[config.mk]
export PLATFORM = sky130hd
export DESIGN_NAME = alu_muldiv_unit
export DESIGN_NICKNAME = d
export VERILOG_FILES = /design/src/rtl/alu_muldiv_unit.sv
export SDC_FILE = /design/constraint.sdc
export NUM_CORES = 1
export LEC_CHECK = 0
export BUFFER_PORTS_ARGS = -buffer_cell sky130_fd_sc_hd__buf_2
export CAP_MARGIN = 20
export CORE_MARGIN = 10
export CORE_UTILIZATION = 50
export CTS_CLUSTER_DIAMETER = 60
export DETAILED_ROUTE_END_ITERATION = 6
export PLACE_DENSITY = 0.71
export SYNTH_ARGS = -nofsm -noshare
export SYNTH_HDL_FRONTEND = slang
export SYNTH_SLANG_ARGS = --single-unit
[constraint.sdc]
create_clock -name clk -period 5.1 [get_ports clk]
set_input_delay 1.02 -clock clk [delete_from_list [all_inputs] [get_ports clk]]
set_output_delay 1.02 -clock clk [all_outputs]
set_load 0.02 [all_outputs]
[src/rtl/alu_muldiv_unit.sv]
// Execute-stage ALU with iterative unsigned multiply/divide.
// Results are held in a registered valid/ready output stage.
module alu_muldiv_unit #(
    parameter int XLEN = 32,
    localparam int SHAMT_W = $clog2(XLEN),
    localparam int CNT_W = $clog2(XLEN) + 1
) (
    input  logic            clk,
    input  logic            rst_n,
    input  logic            flush,
    input  logic            in_valid,
    output logic            in_ready,
    input  logic [3:0]      op,
    input  logic [XLEN-1:0] a,
    input  logic [XLEN-1:0] b,
    output logic            out_valid,
    input  logic            out_ready,
    output logic [XLEN-1:0] result,
    output logic            zero,
    output logic            illegal
);

    localparam logic [3:0] OP_ADD  = 4'b0000;
    localparam logic [3:0] OP_SUB  = 4'b0001;
    localparam logic [3:0] OP_AND  = 4'b0010;
    localparam logic [3:0] OP_OR   = 4'b0011;
    localparam logic [3:0] OP_SRL  = 4'b0100;
    localparam logic [3:0] OP_SLT  = 4'b0101;
    localparam logic [3:0] OP_XOR  = 4'b0110;
    localparam logic [3:0] OP_SLL  = 4'b0111;
    localparam logic [3:0] OP_SRA  = 4'b1000;
    localparam logic [3:0] OP_SLTU = 4'b1001;

    typedef enum logic [1:0] {
        S_IDLE,
        S_BUSY,
        S_DONE
    } state_e;

    state_e            state_q, state_d;
    logic [XLEN-1:0]   result_q, result_d;
    logic              zero_q, zero_d;
    logic              illegal_q, illegal_d;
    logic [CNT_W-1:0]  cnt_q, cnt_d;
    logic [3:0]        op_q, op_d;
    logic [XLEN-1:0]   opnd_q, opnd_d;
    logic [XLEN-1:0]   hi_q, hi_d;
    logic [XLEN-1:0]   lo_q, lo_d;

    logic [SHAMT_W-1:0] shamt;
    logic [XLEN-1:0]    alu_res;
    logic               alu_ill;
    logic               is_multi;
    logic               is_mul_in;
    logic               is_mul_q;

    logic [XLEN:0]      mul_sum;
    logic [XLEN:0]      div_sh;
    logic [XLEN:0]      div_diff;
    logic               div_ok;
    logic [XLEN-1:0]    step_hi;
    logic [XLEN-1:0]    step_lo;
    logic [XLEN-1:0]    fin_res;

    assign shamt     = b[SHAMT_W-1:0];
    assign is_mul_in = (op[3:1] == 3'b101);
    assign is_multi  = is_mul_in || (op[3:1] == 3'b110);
    assign is_mul_q  = (op_q[3:1] == 3'b101);

    always_comb begin
        alu_res = '0;
        alu_ill = 1'b0;
        case (op)
            OP_ADD:  alu_res = a + b;
            OP_SUB:  alu_res = a - b;
            OP_AND:  alu_res = a & b;
            OP_OR:   alu_res = a | b;
            OP_SRL:  alu_res = a >> shamt;
            OP_SLT:  alu_res = {{(XLEN-1){1'b0}}, $signed(a) < $signed(b)};
            OP_XOR:  alu_res = a ^ b;
            OP_SLL:  alu_res = a << shamt;
            OP_SRA:  alu_res = $unsigned($signed(a) >>> shamt);
            OP_SLTU: alu_res = {{(XLEN-1){1'b0}}, a < b};
            default: alu_ill = (op[3:1] == 3'b111);
        endcase
    end

    // Multiply: {hi,lo} holds partial product over the shifting multiplier.
    // Divide: hi is the remainder, lo shifts dividend out and quotient in.
    always_comb begin
        mul_sum  = {1'b0, hi_q} + (lo_q[0] ? {1'b0, opnd_q} : '0);
        div_sh   = {hi_q, lo_q[XLEN-1]};
        div_diff = div_sh - {1'b0, opnd_q};
        div_ok   = ~div_diff[XLEN];
        if (is_mul_q) begin
            step_hi = mul_sum[XLEN:1];
            step_lo = {mul_sum[0], lo_q[XLEN-1:1]};
        end else begin
            step_hi = div_ok ? div_diff[XLEN-1:0] : div_sh[XLEN-1:0];
            step_lo = {lo_q[XLEN-2:0], div_ok};
        end
        fin_res = op_q[0] ? step_hi : step_lo;
    end

    always_comb begin
        state_d   = state_q;
        result_d  = result_q;
        zero_d    = zero_q;
        illegal_d = illegal_q;
        cnt_d     = cnt_q;
        op_d      = op_q;
        opnd_d    = opnd_q;
        hi_d      = hi_q;
        lo_d      = lo_q;
        if (flush) begin
            state_d = S_IDLE;
        end else begin
            case (state_q)
                S_IDLE: begin
                    if (in_valid) begin
                        if (is_multi) begin
                            state_d = S_BUSY;
                            cnt_d   = CNT_W'(XLEN);
                            op_d    = op;
                            hi_d    = '0;
                            opnd_d  = is_mul_in ? a : b;
                            lo_d    = is_mul_in ? b : a;
                        end else begin
                            state_d   = S_DONE;
                            result_d  = alu_res;
                            zero_d    = (alu_res == '0);
                            illegal_d = alu_ill;
                        end
                    end
                end
                S_BUSY: begin
                    cnt_d = cnt_q - 1'b1;
                    hi_d  = step_hi;
                    lo_d  = step_lo;
                    if (cnt_q == CNT_W'(1)) begin
                        state_d   = S_DONE;
                        result_d  = fin_res;
                        zero_d    = (fin_res == '0);
                        illegal_d = 1'b0;
                    end
                end
                S_DONE: begin
                    if (out_ready) begin
                        state_d = S_IDLE;
                    end
                end
                default: state_d = S_IDLE;
            endcase
        end
    end

    always_ff @(posedge clk or negedge rst_n) begin
        if (!rst_n) begin
            state_q   <= S_IDLE;
            result_q  <= '0;
            zero_q    <= 1'b0;
            illegal_q <= 1'b0;
            cnt_q     <= '0;
            op_q      <= '0;
            opnd_q    <= '0;
            hi_q      <= '0;
            lo_q      <= '0;
        end else begin
            state_q   <= state_d;
            result_q  <= result_d;
            zero_q    <= zero_d;
            illegal_q <= illegal_d;
            cnt_q     <= cnt_d;
            op_q      <= op_d;
            opnd_q    <= opnd_d;
            hi_q      <= hi_d;
            lo_q      <= lo_d;
        end
    end

    assign in_ready  = (state_q == S_IDLE);
    assign out_valid = (state_q == S_DONE);
    assign result    = result_q;
    assign zero      = zero_q;
    assign illegal   = illegal_q;

endmodule

; Yosys cells after proc, flatten, opt, wreduce, memory -nomap -nowiden
; Cells that the tools add are included.
[word_totals]
register_bits = 142
latch_bits = 0
ramBits = 0
rom_bits = 0
in_bits = 73
output_inout_bits = 36
elab_cells = 94
memories = 0
[op_classes]
addsub = 5
n_mul = 0
n_div = 0
magnitude_cmp = 2
eq_ne = 23
n_shift = 3
muxes = 36
bitwise_logic = 5
n_reduce_logical = 11
[ops]
columns = operator, n
row1 = $mux 32, 14
row2 = $pmux 32 s10, 1
row3 = $pmux 32 s2, 3
row4 = $logic_not 32->1, 2
row5 = $lt 32x32->1, 2
row6 = $add 32x32->33, 1
row7 = $sub 33x32->33, 1
row8 = $add 32x32->32, 1
row9 = $and 32x32->32, 1
row10 = $or 32x32->32, 1
row11 = $shl 32x5->32, 1
row12 = $shr 32x5->32, 1
row13 = $sshr 32x5->32, 1
row14 = $sub 32x32->32, 1
row15 = $xor 32x32->32, 1
row16 = $eq 4x3->1 const B, 4
row17 = $eq 3x3->1 const B, 4
row18 = $mux 6, 2
row19 = $pmux 6 s2, 1
row20 = $mux 2, 5
row21 = $reduce_or 10->1, 1
row22 = $eq 4x2->1 const B, 2
row23 = $eq 4x4->1 const B, 2
row24 = $reduce_and 4->1, 2
row25 = 19 further kinds, 30

; Depth between registers and ports, before layout
; Gate-level depths: netlist of the first run.
[logic_depth]
word_depth = 7
ltp_mapped = 19

; Worst setup path before layout of the first run
; Ideal clock, no wire load.
[synth_timing]
path_type = input-to-reg
from = in b[3]
to = reg zero_q, in the netlist zero
setup_ns = 0.065
arrival_ns = 5.433
t_required_ns = 5.035
slack_ns = -0.397
path_stages = 19
path_buffers = 5
path_cell_list = buf_1 > inv_1 > buf_1 > buf_1 > buf_1 > ha_1 > clkbuf_1 > nand3_1 > a211oi_1 > a211oi_1 > o21ai_0 > or4b_2 > a21oi_1 > nand3b_1 > o211ai_1 > or4b_1 > nor4_1 > and3_1 > a211o_1
[synth_via]
elab_chain_len = 6
[synth_lines]
columns = element, line
row1 = from (decl), 15  ; input logic [XLEN-1:0] b,
row2 = "$sub 32x32->32, or another cell as far along", 75  ; OP_SUB: alu_res = a - b;
row3 = $pmux 32 s10 *, 73  ; case (op)
row4 = $logic_not 32->1 *, 131  ; zero_d = (alu_res == '0);
row5 = $mux 1 *, 121  ; if (is_multi) begin
row6 = $mux 1 *, 120  ; if (in_valid) begin
row7 = $pmux 1 s2 *, 118  ; case (state_q)
row8 = to (signal assigned), 171  ; zero_q <= zero_d;
row9 = to (decl), 42  ; logic zero_q, zero_d;
; Mark *: on every way between the ends. The rest lies on a longest branch, timed or not. The select of a mux whose other input is x is not followed.
; A chain may end at the register's enable or synchronous reset.

; Worst setup path after layout of the first run
[layout_timing]
from = reg lo_q[31]
to = reg zero_q, in the netlist zero
[layout_via]
elab_chain_len = 7
[layout_lines]
columns = element, line
row1 = from (decl), 48  ; logic [XLEN-1:0] lo_q, lo_d;
row2 = from (signal assigned), 177  ; lo_q <= lo_d;
row3 = $sub 33x32->33, 93  ; div_diff = div_sh - {1'b0, opnd_q};
row4 = $mux 32 or $not 1->1 (tied branches), "99, 94"
row5 = $mux 32, 95  ; if (is_mul_q) begin
row6 = $mux 32 *, 102  ; fin_res = op_q[0] ? step_hi : step_lo;
row7 = $logic_not 32->1 *, 143  ; zero_d = (fin_res == '0);
row8 = $mux 1 *, 140  ; if (cnt_q == CNT_W'(1)) begin
row9 = $pmux 1 s2 *, 118
; Marked as above.

==> results of run 1 <==
registers in the layout, summed over array words and instances, names as in the netlist:
register / count
hi_q: 32
lo_q: 32
opnd_q: 32
result: 32
cnt_q: 6
op_q: 4
state_q: 2
illegal: 1
zero: 1
routing by layer:
metal  up-vias  share of wire
met5         -        0.00067
met4        10          0.082
met3       439          0.098
met2      1854           0.45
met1     12790           0.37
li1      11560              -
where the power goes:
group | internal (uW) | switching (uW)
Combinational | 3130 | 5220
Clock | 689 | 546
Sequential | 1550 | 522
Total | 5370 | 6290
cell type report:
class	count	share of cell area
flip-flops and latches	142	0.1400
inverters	148	0.02188
diodes	1	0.00009858
clock buffers	18	0.01730
multi-input cells	2504	0.6767
repair buffers	393	0.1099
clock inverters	12	0.004978
well taps	592	0.02918
path summary, 6_finish.rpt:
check | start | endpoint | slack (ns)
setup reg to reg | lo_q[31]$_DFFE_PN0P_ | zero$_DFFE_PN0P_ | 0.17
hold / removal | op_q[3]$_DFFE_PN0P_ | op_q[3]$_DFFE_PN0P_ | 0.48
max in group asynchronous | rst_n | lo_q[0]$_DFFE_PN0P_ | 3.41
min in group asynchronous | rst_n | cnt_q[2]$_DFFE_PN0P_ | 0.50
setup / recovery | lo_q[31]$_DFFE_PN0P_ | zero$_DFFE_PN0P_ | 0.17
hold reg to reg | op_q[3]$_DFFE_PN0P_ | op_q[3]$_DFFE_PN0P_ | 0.48
cells by family after synthesis:
group | after synthesis | share of synthesized area
flops | 142 | 0.1603
compound gates | 1024 | 0.3035
mux | 230 | 0.1328
simple gates | 1021 | 0.2137
fa+ha+maj | 170 | 0.09728
buf+inv | 380 | 0.06918
xor+xnor | 59 | 0.02330
placed cells by master, fill, tap and decap left out, types with 63 or more instances in the layout:
cell     Yosys  final
a21oi_1    273    272
buf_4        2    278
buf_2       33    106
nand3_1     64     63
ha_1       166    166
inv_1      147    147
nand2_1    345    345
o21ai_0    213    211
mux2i_1    131    131
nor2_1     302    301
dfrtp_1    142    141
through the flow:
step	instances	power (uW)	setup TNS, ns
after floorplan	3026	7082	0
after global placement	3778	9801	-0.07211
after detailed placement	3778	9947	-0.1975
after CTS	3808	11250	0
after global routing	3810	12250	0
final	3810	11660	0
timing repair:
item                                    CTS  global route
endpoints found under the hold margin     0             0
endpoints found under the setup margin    1             1
buffers inserted                          0             0
pin swaps                                 0             1
resized for setup                         1             6
==> impl_metrics.json, run 1 <==
{
  "status": "finished with violations",
  "violations": "DRC",
  "cts.reportedPaths.clkPinSlew_ns": 0.07,
  "antenna_found_initial": 7,
  "drtIter0Drc": 3462,
  "rr_worst_depth": 17,
  "yosys.cell_types.count": 92,
  "path_cells": "inv_1, ha_1, inv_1, fa_1, a211oi_2, o211ai_1, and3_1, o211ai_1, a21oi_2, nor2_4, mux2_2, a221oi_2, o211ai_1, or4b_2, nor4_1, buf_4, a211o_1",
  "leakage_uw": 0.01165,
  "powerDensity_nw_per_um2": 459.3,
  "worstPathRequired_ns": 5.49,
  "fmax_mhz": 203.0,
  "post-place-ws_ns": -0.1975,
  "cp.buffers_inverters": 3,
  "clkSinkCount": 142,
  "whs_path_depth": 1,
  "synthesis.area_um2": 22170,
  "multi_input_area_um2": 17180,
  "grt_pass1_vias": 25210,
  "grt.overflow.total": 0,
  "finalWorstSetupSlack_ns": 0.1732,
  "initial_utilization": 0.5036,
  "synthFlopType": "dfrtp_1",
  "worstSetupPathType": "register to register",
  "rows": 77,
  "synth-edff-count": 0,
  "crit_top_cell": "o211ai_1",
  "coreArea_um2": 44030,
  "grt_util_met3": 0.07555,
  "routabilityCongestion": 1.108,
  "dr.pass1.iters": 7,
  "nets": 3449,
  "postLayoutCellArea_um2": 25390,
  "ios": 109,
  "grt_start_max_net_pins": 93,
  "die_w_um": 230.6,
  "start_kind": "register",
  "end_kind": "register",
  "ys_top_cells_by_count": "nand2_1 (345), nor2_1 (302), a21oi_1 (273)",
  "numCtsBuffers": 17,
  "die_h_um": 230.6,
  "crit_fanout": 5,
  "max_stage_delay_ns": 0.70,
  "synth_seq_cells": 142,
  "syn-num-nets": 3269,
  "yosysSeqAreaShare": 0.1603,
  "synthTopCellsByArea": "dfrtp_1 (16%), ha_1 (9.4%), a21oi_1 (6.2%)",
  "yosys.area.top_type": "dfrtp_1",
  "die-area_um2": 53170,
  "period_minus_slack_ns": 4.927,
  "drive_gt1_frac": 0.1797,
  "cts_max_path_buffers": 2,
  "yosysMostFrequentCell": "nand2_1",
  "max_slew_margin": 0.2267,
  "slowest_stage": "or4b_2",
  "cts_max_level": 4,
  "grtUsageTotal": 0.3973,
  "drc_errors": 1,
  "rsz0062_at_grt": "no",
  "synth_warnings": 0,
  "setup_viol": 0,
  "grt_pass1_wl_mm": 162.1,
  "ant_nets": 0,
  "arrival_ns": 5.31,
  "clock_latency_ns": 0.45,
  "n_fill_cell": 4153,
  "cts_tree": "yes",
  "holdBufCountCts": 0,
  "path_delay_family": "compound AO/OA/AOI/OAI gates",
  "syn_inst": 3026,
  "synth_area_per_cell_um2": 7.328,
  "fin_skew_ns": 0.01385,
  "min_period_over_period": 0.9660,
  "irDropWorstVdd_v": 0.0003889,
  "regArea_um2": 3555,
  "final_util": 0.5766,
  "routed_wirelength_mm": 110.5,
  "netlist.area_leader.share": 0.1603,
  "dpl_cell_area_um2": 24770,
  "hold_viol": 0,
  "io_buffers": 108,
  "place_hpwl_mm": 86.52,
  "vias": 26650,
  "path_depth": 17,
  "cap_viol_max_count": 0,
  "worst_pin_slew_ns": 1.156,
  "hold_slack_ns": 0.4766,
  "root_buffer": "clkbuf_16",
  "slew_violations": 0,
  "gr-usage-met1": 0.4771,
  "syn2layout_area_growth_pct": 14.48,
  "hold_path_class": "register to register",
  "grt_busiest_layer": "met2",
  "wl_per_cell_um": 29.00,
  "use_met2": 0.6320,
  "async_flop_share": 1.000,
  "vias_per_cell": 6.993
}
Note: power is estimated with default switching activity, not from simulation.
==> inputs of run 2 (changes only) <==
==> constraint.sdc (replaced) <==
create_clock -name clk -period 5.1 [get_ports clk]
set_input_delay 0.765 -clock clk [delete_from_list [all_inputs] [get_ports clk]]
set_output_delay 0.765 -clock clk [all_outputs]
set_load 0.02 [all_outputs]
==> impl_metrics.json, run 2 (synthesized netlist as in run 1, its figures left out) <==
{
  "status": "finished with violations",
  "violations": "DRC",
  "postLayoutCellArea_um2": 24430,
  "rows": 77,
  "die_h_um": 230.6,
  "drc_errors": 3,
  "wl_met1_mm": 40.89,
  "path_cells": "inv_1, ha_1, inv_1, fa_1, a211oi_2, o211ai_1, and3_1, o211ai_1, a21oi_2, nor2_4, buf_4, mux2i_1, o21ai_0, a311o_1, or4b_2, nor4_1, buf_4, a211o_1",
  "min_period_over_period": 0.9678,
  "clkSinkCount": 142,
  "cts_max_level": 4,
  "fin_skew_ns": 0.007701,
  "final_cells": 3688,
  "slew_violations": 0,
  "grt_start_max_net_pins": 87,
  "cp.buffers_inverters": 4,
  "irDropWorstVdd_v": 0.0003435,
  "syn2layout_area_growth_pct": 10.19,
  "power_uw": 11280,
  "powerDensity_nw_per_um2": 461.5,
  "grtUsageTotal": 0.3874,
  "hold_slack_ns": 0.3643,
  "io_buffers": 108,
  "hold_viol": 0,
  "fmax_mhz": 202.6,
  "crit_fanout": 6,
  "setup_viol": 0,
  "die-area_um2": 53170,
  "dr.pass1.iters": 7,
  "coreArea_um2": 44030,
  "max_stage_delay_ns": 0.65,
  "drive_gt1_frac": 0.1458,
  "multi_input_area_um2": 17170,
  "cts_tree": "yes",
  "wl_per_cell_um": 29.14,
  "grt.overflow.total": 0,
  "leakage_uw": 0.01104,
  "ios": 109,
  "worstSetupPathType": "register to register",
  "arrival_ns": 5.33,
  "max_slew_margin": 0.2842,
  "routabilityCongestion": 1.072,
  "grt_pass1_vias": 24250,
  "worstPathRequired_ns": 5.49,
  "grt_pass1_wl_mm": 157.5,
  "die_w_um": 230.6,
  "wl_met3_mm": 9.930,
  "initial_utilization": 0.5036,
  "root_buffer": "clkbuf_16",
  "vias_per_cell": 6.982,
  "final_cell_mix": "nand2_1 (345), nor2_1 (301), a21oi_1 (273), o21ai_0 (212), ha_1 (166)",
  "regArea_um2": 3555,
  "numCtsBuffers": 17,
  "place_hpwl_mm": 83.87,
  "end_kind": "register",
  "cap_viol_max_count": 0,
  "nets": 3323,
  "slowest_stage": "or4b_2",
  "vias": 25750,
  "wl_met2_mm": 48.78,
  "hold_path_class": "input pin to asynchronous set/reset pin",
  "clock_latency_ns": 0.45,
  "cts.reportedPaths.clkPinSlew_ns": 0.07,
  "start_kind": "register",
  "routed.top_layer": "met4",
  "worst_pin_slew_ns": 1.059,
  "routed_wirelength_mm": 107.5,
  "dp_cells": 3649,
  "cts_max_path_buffers": 2,
  "n_fill_cell": 4372,
  "antenna_found_initial": 2,
  "ant_nets": 0,
  "period_minus_slack_ns": 4.936,
  "path_delay_family": "compound AO/OA/AOI/OAI gates",
  "drtIter0Drc": 3637,
  "dpl_cell_area_um2": 23810,
  "final_common_cell": "nand2_1"
}
==> run 2: final cells by class <==
class                           instances  share of cell area
Multi-Input combinational cell       2504              0.7026
Tap cell                              592             0.03032
Inverter                              148             0.02274
Clock inverter                         15            0.005224
Clock buffer                           17             0.01741
Sequential cell                       142              0.1455
Timing Repair Buffer                  267             0.07595
Antenna cell                            3           0.0003073
==> run 2: path summary, 6_finish.rpt <==
kind                       slack, ns  cells past startpoint                 start                   end
setup / recovery                0.16                     18  lo_q[31]$_DFFE_PN0P_      zero$_DFFE_PN0P_
hold / removal                  0.36                      1                 rst_n  cnt_q[0]$_DFFE_PN0P_
setup reg to reg                0.16                     18  lo_q[31]$_DFFE_PN0P_      zero$_DFFE_PN0P_
hold reg to reg                 0.47                      1   op_q[3]$_DFFE_PN0P_   op_q[3]$_DFFE_PN0P_
max in group asynchronous       3.70                      2                 rst_n   lo_q[0]$_DFFE_PN0P_
min in group clk                0.47                      1   op_q[3]$_DFFE_PN0P_   op_q[3]$_DFFE_PN0P_
==> run 2: report_power, final <==
part / internal (uW) / leakage, uW / total [uW] / switching [uW]
Sequential: 1550 / 0.00182 / 2050 / 500
Combinational: 2940 / 0.00895 / 8030 / 5100
Clock: 635 / 0.000261 / 1190 / 559
==> run 2: routing by layer <==
metal | global-route usage | vias to the layer above
met5 | 0 | -
met4 | 0.2477 | 0
met3 | 0.06267 | 412
met2 | 0.6267 | 1768
met1 | 0.4739 | 12290
li1 | - | 11290
==> run 2: timing repair <==
action,in CTS,in global routing
cloned,0,0
endpoints found under the setup margin,1,1
hold buffers,0,0
gates resized for setup,1,5
setup buffers,0,3
pin swaps,0,1
==> run 2: per-stage QoR <==
stage	TNS, ns	utilization	setup WS, ns
after global placement	0	0.5408	0.06944
final	0	0.5549	0.1644
after floorplan	0	-	0.02982
after global routing	-0.0007923	0.5548	-0.0007923
after CTS	0	0.5535	0.1529
after detailed placement	0	0.5408	0.04552
